$ cat src/rtl/rr_arbiter_encoded.sv
// Round-robin arbiter for 2**N requesters: locks a binary-coded winner until
// the owner pulses done or an optional watchdog forces the grant free.
module rr_arbiter_encoded #(
    parameter int N       = 4,
    parameter int TIMEOUT = 16
) (
    input  logic              clk,
    input  logic              rst_n,
    input  logic [2**N-1:0]   req,
    input  logic              done,
    output logic              grant_valid,
    output logic [N-1:0]      grant_code,
    output logic              timeout
);

    localparam int REQ_W = 2**N;
    // Keep the counter at least one bit wide so TIMEOUT=0 still elaborates.
    localparam int WD_W  = (TIMEOUT > 0) ? $clog2(TIMEOUT + 1) : 1;
    localparam logic [WD_W-1:0] WD_LAST = WD_W'((TIMEOUT > 0) ? TIMEOUT - 1 : 0);

    typedef enum logic {IDLE, BUSY} state_t;

    state_t            state_q, state_d;
    logic [N-1:0]      ptr_q, ptr_d;
    logic [N-1:0]      grant_code_q, grant_code_d;
    logic              grant_valid_q, grant_valid_d;
    logic              timeout_q, timeout_d;
    logic [WD_W-1:0]   wd_cnt_q, wd_cnt_d;

    logic [REQ_W-1:0]  req_rot;
    logic [N-1:0]      win_off;
    logic              win_found;

    // req_rot[k] is the request that sits k places after the pointer.
    for (genvar gi = 0; gi < REQ_W; gi++) begin : g_rot
        assign req_rot[gi] = req[ptr_q + N'(gi)];
    end

    always_comb begin
        win_found = 1'b0;
        win_off   = '0;
        for (int i = REQ_W - 1; i >= 0; i--) begin
            if (req_rot[i]) begin
                win_found = 1'b1;
                win_off   = N'(i);
            end
        end
    end

    always_comb begin
        state_d       = state_q;
        ptr_d         = ptr_q;
        grant_code_d  = grant_code_q;
        grant_valid_d = grant_valid_q;
        wd_cnt_d      = wd_cnt_q;
        timeout_d     = 1'b0;
        case (state_q)
            IDLE: begin
                if (win_found) begin
                    grant_code_d  = ptr_q + win_off;
                    grant_valid_d = 1'b1;
                    wd_cnt_d      = '0;
                    state_d       = BUSY;
                end
            end
            BUSY: begin
                if (done) begin
                    state_d       = IDLE;
                    grant_valid_d = 1'b0;
                    ptr_d         = grant_code_q + N'(1);
                end else if ((TIMEOUT != 0) && (wd_cnt_q == WD_LAST)) begin
                    state_d       = IDLE;
                    grant_valid_d = 1'b0;
                    ptr_d         = grant_code_q + N'(1);
                    timeout_d     = 1'b1;
                end else if (TIMEOUT != 0) begin
                    wd_cnt_d      = wd_cnt_q + WD_W'(1);
                end
            end
            default: state_d = IDLE;
        endcase
    end

    always_ff @(posedge clk or negedge rst_n) begin
        if (!rst_n) begin
            state_q       <= IDLE;
            ptr_q         <= '0;
            grant_code_q  <= '0;
            grant_valid_q <= 1'b0;
            timeout_q     <= 1'b0;
            wd_cnt_q      <= '0;
        end else begin
            state_q       <= state_d;
            ptr_q         <= ptr_d;
            grant_code_q  <= grant_code_d;
            grant_valid_q <= grant_valid_d;
            timeout_q     <= timeout_d;
            wd_cnt_q      <= wd_cnt_d;
        end
    end

    assign grant_valid = grant_valid_q;
    assign grant_code  = grant_code_q;
    assign timeout     = timeout_q;

endmodule

$ cat config.mk
export PLATFORM = sky130hd
export DESIGN_NAME = rr_arbiter_encoded
export DESIGN_NICKNAME = d
export VERILOG_FILES = /design/src/rtl/rr_arbiter_encoded.sv
export SDC_FILE = /design/constraint.sdc
export NUM_CORES = 1
export LEC_CHECK = 0
export CELL_PAD_IN_SITES_DETAIL_PLACEMENT = 0
export CELL_PAD_IN_SITES_GLOBAL_PLACEMENT = 1
export CORE_ASPECT_RATIO = 1.5
export CORE_MARGIN = 10
export CORE_UTILIZATION = 45
export CTS_CLUSTER_SIZE = 30
export DETAILED_ROUTE_END_ITERATION = 16
export PLACE_DENSITY = 0.77
export SYNTH_ARGS = -nofsm -noshare
export SYNTH_HDL_FRONTEND = slang
export SYNTH_SLANG_ARGS = --single-unit
$ cat constraint.sdc
create_clock -name clk -period 5.6 [get_ports clk]
set_input_delay 0.56 -clock clk [delete_from_list [all_inputs] [get_ports clk]]
set_output_delay 0.56 -clock clk [all_outputs]
set_load 0.01 [all_outputs]
Word-level counts from Yosys, hierarchy flattened
Cells that the tools add are included.
Word-level totals
  word-level logic and storage cells: 132
  input port bits: 19
  register bits: 16
Operators by class
  muxes and demuxes: 81
  reduce and logical (&&, ||, !) cells: 5
  magnitude comparators: 16
  $add $sub $neg: 18
  bitwise logic cells: 1
  equality and inequality tests: 5
Operator list (count)
  $lt A4 B5 Y1 const B: 16
  $mux W4: 18
  $bmux W1 S4: 16
  $mux W1: 41
  $add A4 B4 Y4 const B: 8
  $add A4 B3 Y4 const B: 4
  $mux W5: 3
  $pmux W5 S2: 1
  $add A4 B1 Y4 const B: 2
  $add A4 B2 Y4 const B: 2
  $ne A2 B2 Y1 const B: 3
  $reduce_and A2 Y1: 3
  $add A5 B1 Y5 const B: 1
  $eq A5 B4 Y1 const B: 1
  $add A4 B4 Y4: 1
  $pmux W1 S2: 2
  $ne A3 B2 Y1 const B: 1
  $reduce_and A3 Y1: 1
  $reduce_bool A2 Y1: 1
  $not A1 Y1: 1

Longest topological paths before layout
  word-level depth: 21
  mapped depth: 19
  mapped depth without buffers: 16

Worst setup path after synthesis
OpenSTA, ideal clock, no wires.
  kind: register to register
  from: register ptr_q[1]
  to: register grant_code_q[3], in the netlist grant_code[3]
  library setup time: 127 ps
  stages on the path, launching flop included: 18
  setup slack: 1108 ps
  data arrival time: 4365 ps
  clock period less this slack: 4492 ps
  cells stage by stage: dfrtp_1 -> clkbuf_1 -> inv_1 -> ha_1 -> buf_2 -> mux4_2 -> mux2_2 -> mux2_2 -> a2111oi_0 -> nor2_1 -> o21a_1 -> ha_1 -> a21o_1 -> a21oi_1 -> xor2_1 -> nor2_1 -> a311oi_1 -> o21ai_1
Between the ends
  longest elaborated chain between the ends: 20
  elaborated cells on any way between the ends: 81
  those cells by class: add/sub (16); mux (64); reduce/logical (1)
RTL lines
  start, declared: RTL line 24  | logic [N-1:0] ptr_q, ptr_d;
  start signal, assigned: RTL line 94  | ptr_q <= ptr_d;
  $add A4 B4 Y4: RTL line 36  | assign req_rot[gi] = req[ptr_q + N'(gi)];
  $bmux W1 S4: RTL line 36
  $mux W1 (not written as such): RTL line 36
  $mux W4 or $mux W1 (tied branches) (16 in a row): RTL line 43  | if (req_rot[i]) begin
  $add A4 B4 Y4 or $reduce_and A2 Y1 (tied branches)
  end signal, assigned: RTL line 95  | grant_code_q <= grant_code_d;
  end, declared: RTL line 25  | logic [N-1:0] grant_code_q, grant_code_d;
Parallel ways exist; a longest one is shown, timed or not. The select of a mux whose other input is x is not followed.
A chain may end at the register's enable or synchronous reset.

Worst setup path after layout
Same ends and word-level chain as after synthesis.

==> flow_summary.json <==
{
  "path_cells": "inv_1 > ha_1 > mux4_2 > mux2_2 > mux2_2 > a2111oi_0 > nor2_1 > o21a_1 > ha_1 > a21o_1 > a21oi_1 > xor2_1 > nor2_1 > a311oi_1 > o21ai_1",
  "fin_setup_tns_ns": 0,
  "ys_warn_count": 0,
  "maxCapViolations": 0,
  "synth_area_mm2": 0.00214,
  "clock_sinks": 16,
  "synth-async-reset-ratio_pct": 100,
  "cts-htree-levels": 1,
  "num-nets-final": 234,
  "post-route-util_pct": 54.0,
  "drcViolationCount": 0,
  "grt.overflow.total": 0,
  "worst_setup_path_end_kind": "flop",
  "wl_met2_um": 2720,
  "met1_length_um": 2050,
  "boundaryPins": 25,
  "grt_pass1_vias": 1706,
  "synth_edf_count": 0,
  "fin_cells": 264,
  "die_width_um": 76.4,
  "grt_pass1_wl_um": 8380,
  "cts_inserted_buffers": 3,
  "initial_core_util_pct": 46.8,
  "first_pass_iters": 4,
  "place_inst": 260,
  "diodes": 0,
  "startpoint_type": "flop",
  "hold_viol": 0,
  "clk_path_buf_depth": 2,
  "drive_above_1_share_pct": 25.0,
  "worstHoldPathType": "reg2reg",
  "fillers": 411,
  "fin_crit_ns": 4.86,
  "grtUsageTotal_pct": 12.5,
  "r2r_start": "ptr_q[1]",
  "viasPerCell": 6.02,
  "critPathTopFamily": "compound AO/OA/AOI/OAI gates",
  "grt_setup_unrepaired": "false",
  "post-route-period-util_pct": 86.7,
  "wl_per_cell_um": 18.8,
  "syn2layout_area_growth_pct": 15.5,
  "ys_types": 47,
  "wl_met3_um": 136,
  "slew-limit-headroom_pct": 46.5,
  "routed.top_layer": "met4",
  "worst_path_max_delay_cell": "dfrtp_1",
  "fp-row-count": 30,
  "cp_max_fo": 14,
  "drt_wl_total_um": 4980,
  "worst_pin_slew_ns": 0.801,
  "cp.arrival_ns": 4.99,
  "antenna_left": 0,
  "syn_avg_cell_area_um2": 12.0,
  "core-area_mm2": 0.00458,
  "clk_latency_ns": 0.25,
  "synthesis.nets": 212,
  "netlist_instances": 179,
  "path_class": "reg2reg",
  "outcome": "finished clean",
  "die-area_mm2": 0.00798,
  "hold_path.startpoint": "grant_valid",
  "slowest_delay_ns": 0.73,
  "ctsHoldBuffers": 0,
  "worst-path-buf-inv": 1,
  "io_buffer_count": 24,
  "drtIter0Drc": 86,
  "synth_seq_area_share_pct": 18.7,
  "gp_congestion": 0.904,
  "die_h_um": 105,
  "ys_seq_elements": 16,
  "cp_data_required_time_ns": 5.73,
  "antenna_found_initial": 0,
  "max_freq_ghz": 0.206,
  "skew_ns": 0.00565,
  "dp_hpwl_um": 4100,
  "drv_slew": 0,
  "cp-startpoint": "ptr_q[1]",
  "cts_tree": "built",
  "cts_resized": 0,
  "timing.final.setup_violations": 0,
  "cts-root-buf": "clkbuf_8",
  "routed-via-count": 1590,
  "grt_max_degree": 28,
  "post_cts_buffers": 0,
  "clk_transition_reported_paths_ns": 0.06,
  "synth_ff_type": "dfrtp_1"
}
-- layout by cell type (no fill, tap or decap), types with 2 or more instances in the layout --
| master | count |
|---|---|
| mux4_2 | 33 |
| clkdlybuf4s50_1 | 24 |
| nor2_1 | 18 |
| dfrtp_1 | 16 |
| ha_1 | 13 |
| inv_1 | 11 |
| xor2_1 | 9 |
| xnor2_1 | 7 |
| a21oi_1 | 7 |
| mux2_2 | 6 |
| nand2_1 | 6 |
| mux2i_1 | 5 |
| clkbuf_8 | 4 |
| o21ai_1 | 3 |
| o21ai_0 | 3 |
| nor2b_1 | 2 |
| nand2b_1 | 2 |
| a21o_1 | 2 |
| mux2_4 | 2 |
-- sequential cells by signal (all words and copies together) (netlist names) --
register	flops
wd_cnt_q	5
grant_code	4
state_q	1
grant_valid	1
timeout	1
ptr_q	4
-- cell families after synthesis --
logic type      share of synthesized area, %
mux                                     41.6
compound gates                          8.93
buf+inv                                 4.32
flops                                   18.7
simple gates                            11.4
fa+ha+maj                               8.52
xor+xnor                                6.54
-- path summary, 6_finish.rpt --
check                                endpoint  slack (ns)  cells after the start
worst max-delay path            grant_code[3]        0.74                     15
worst min-delay path              grant_valid        0.53                      1
worst max register to register  grant_code[3]        0.74                     15
worst min register to register    grant_valid        0.53                      1
max in group asynchronous            ptr_q[1]        4.38                      1
min in group asynchronous         wd_cnt_q[4]        0.75                      1
-- per-layer routing --
metal / vias to the layer above / track usage (%)
met4: 0 / 2.80
met3: 6 / 1.64
met1: 801 / 14.9
met2: 38 / 22.8
li1: 745 / -
met5: - / 0
-- layout make-up --
type,instances,area [µm²],area share (%)
Multi-Input combinational cell,144,1650,66.7
Sequential cell,16,400,16.2
Timing Repair Buffer,25,248,10.0
Tap cell,64,80.1,3.24
Clock buffer,4,55.1,2.22
Inverter,11,41.3,1.67
-- stage by stage --
step                      instance area [µm²]  hold WS [ns]  setup slack [ns]
after global placement                   2420         0.464             0.809
after detailed placement                 2420         0.515             0.758
after global routing                     2470         0.551             0.327
final                                    2470         0.533             0.742
after CTS                                2470         0.529             0.754
after floorplan                          2140         0.264              1.11
-- Yosys cell counts (5+ instances only) --
cell type | instances | area [µm²]
a21oi_1 | 7 | 35.0
dfrtp_1 | 16 | 400
ha_1 | 13 | 163
inv_1 | 11 | 41.3
mux2_2 | 6 | 67.6
mux2i_1 | 5 | 50.1
mux4_2 | 33 | 743
nand2_1 | 6 | 22.5
nor2_1 | 18 | 67.6
xnor2_1 | 7 | 61.3
xor2_1 | 9 | 78.8
Power is left out: the tool's default activity adds up to more than one toggle a clock period on the data nets, which glitch-free logic cannot reach.
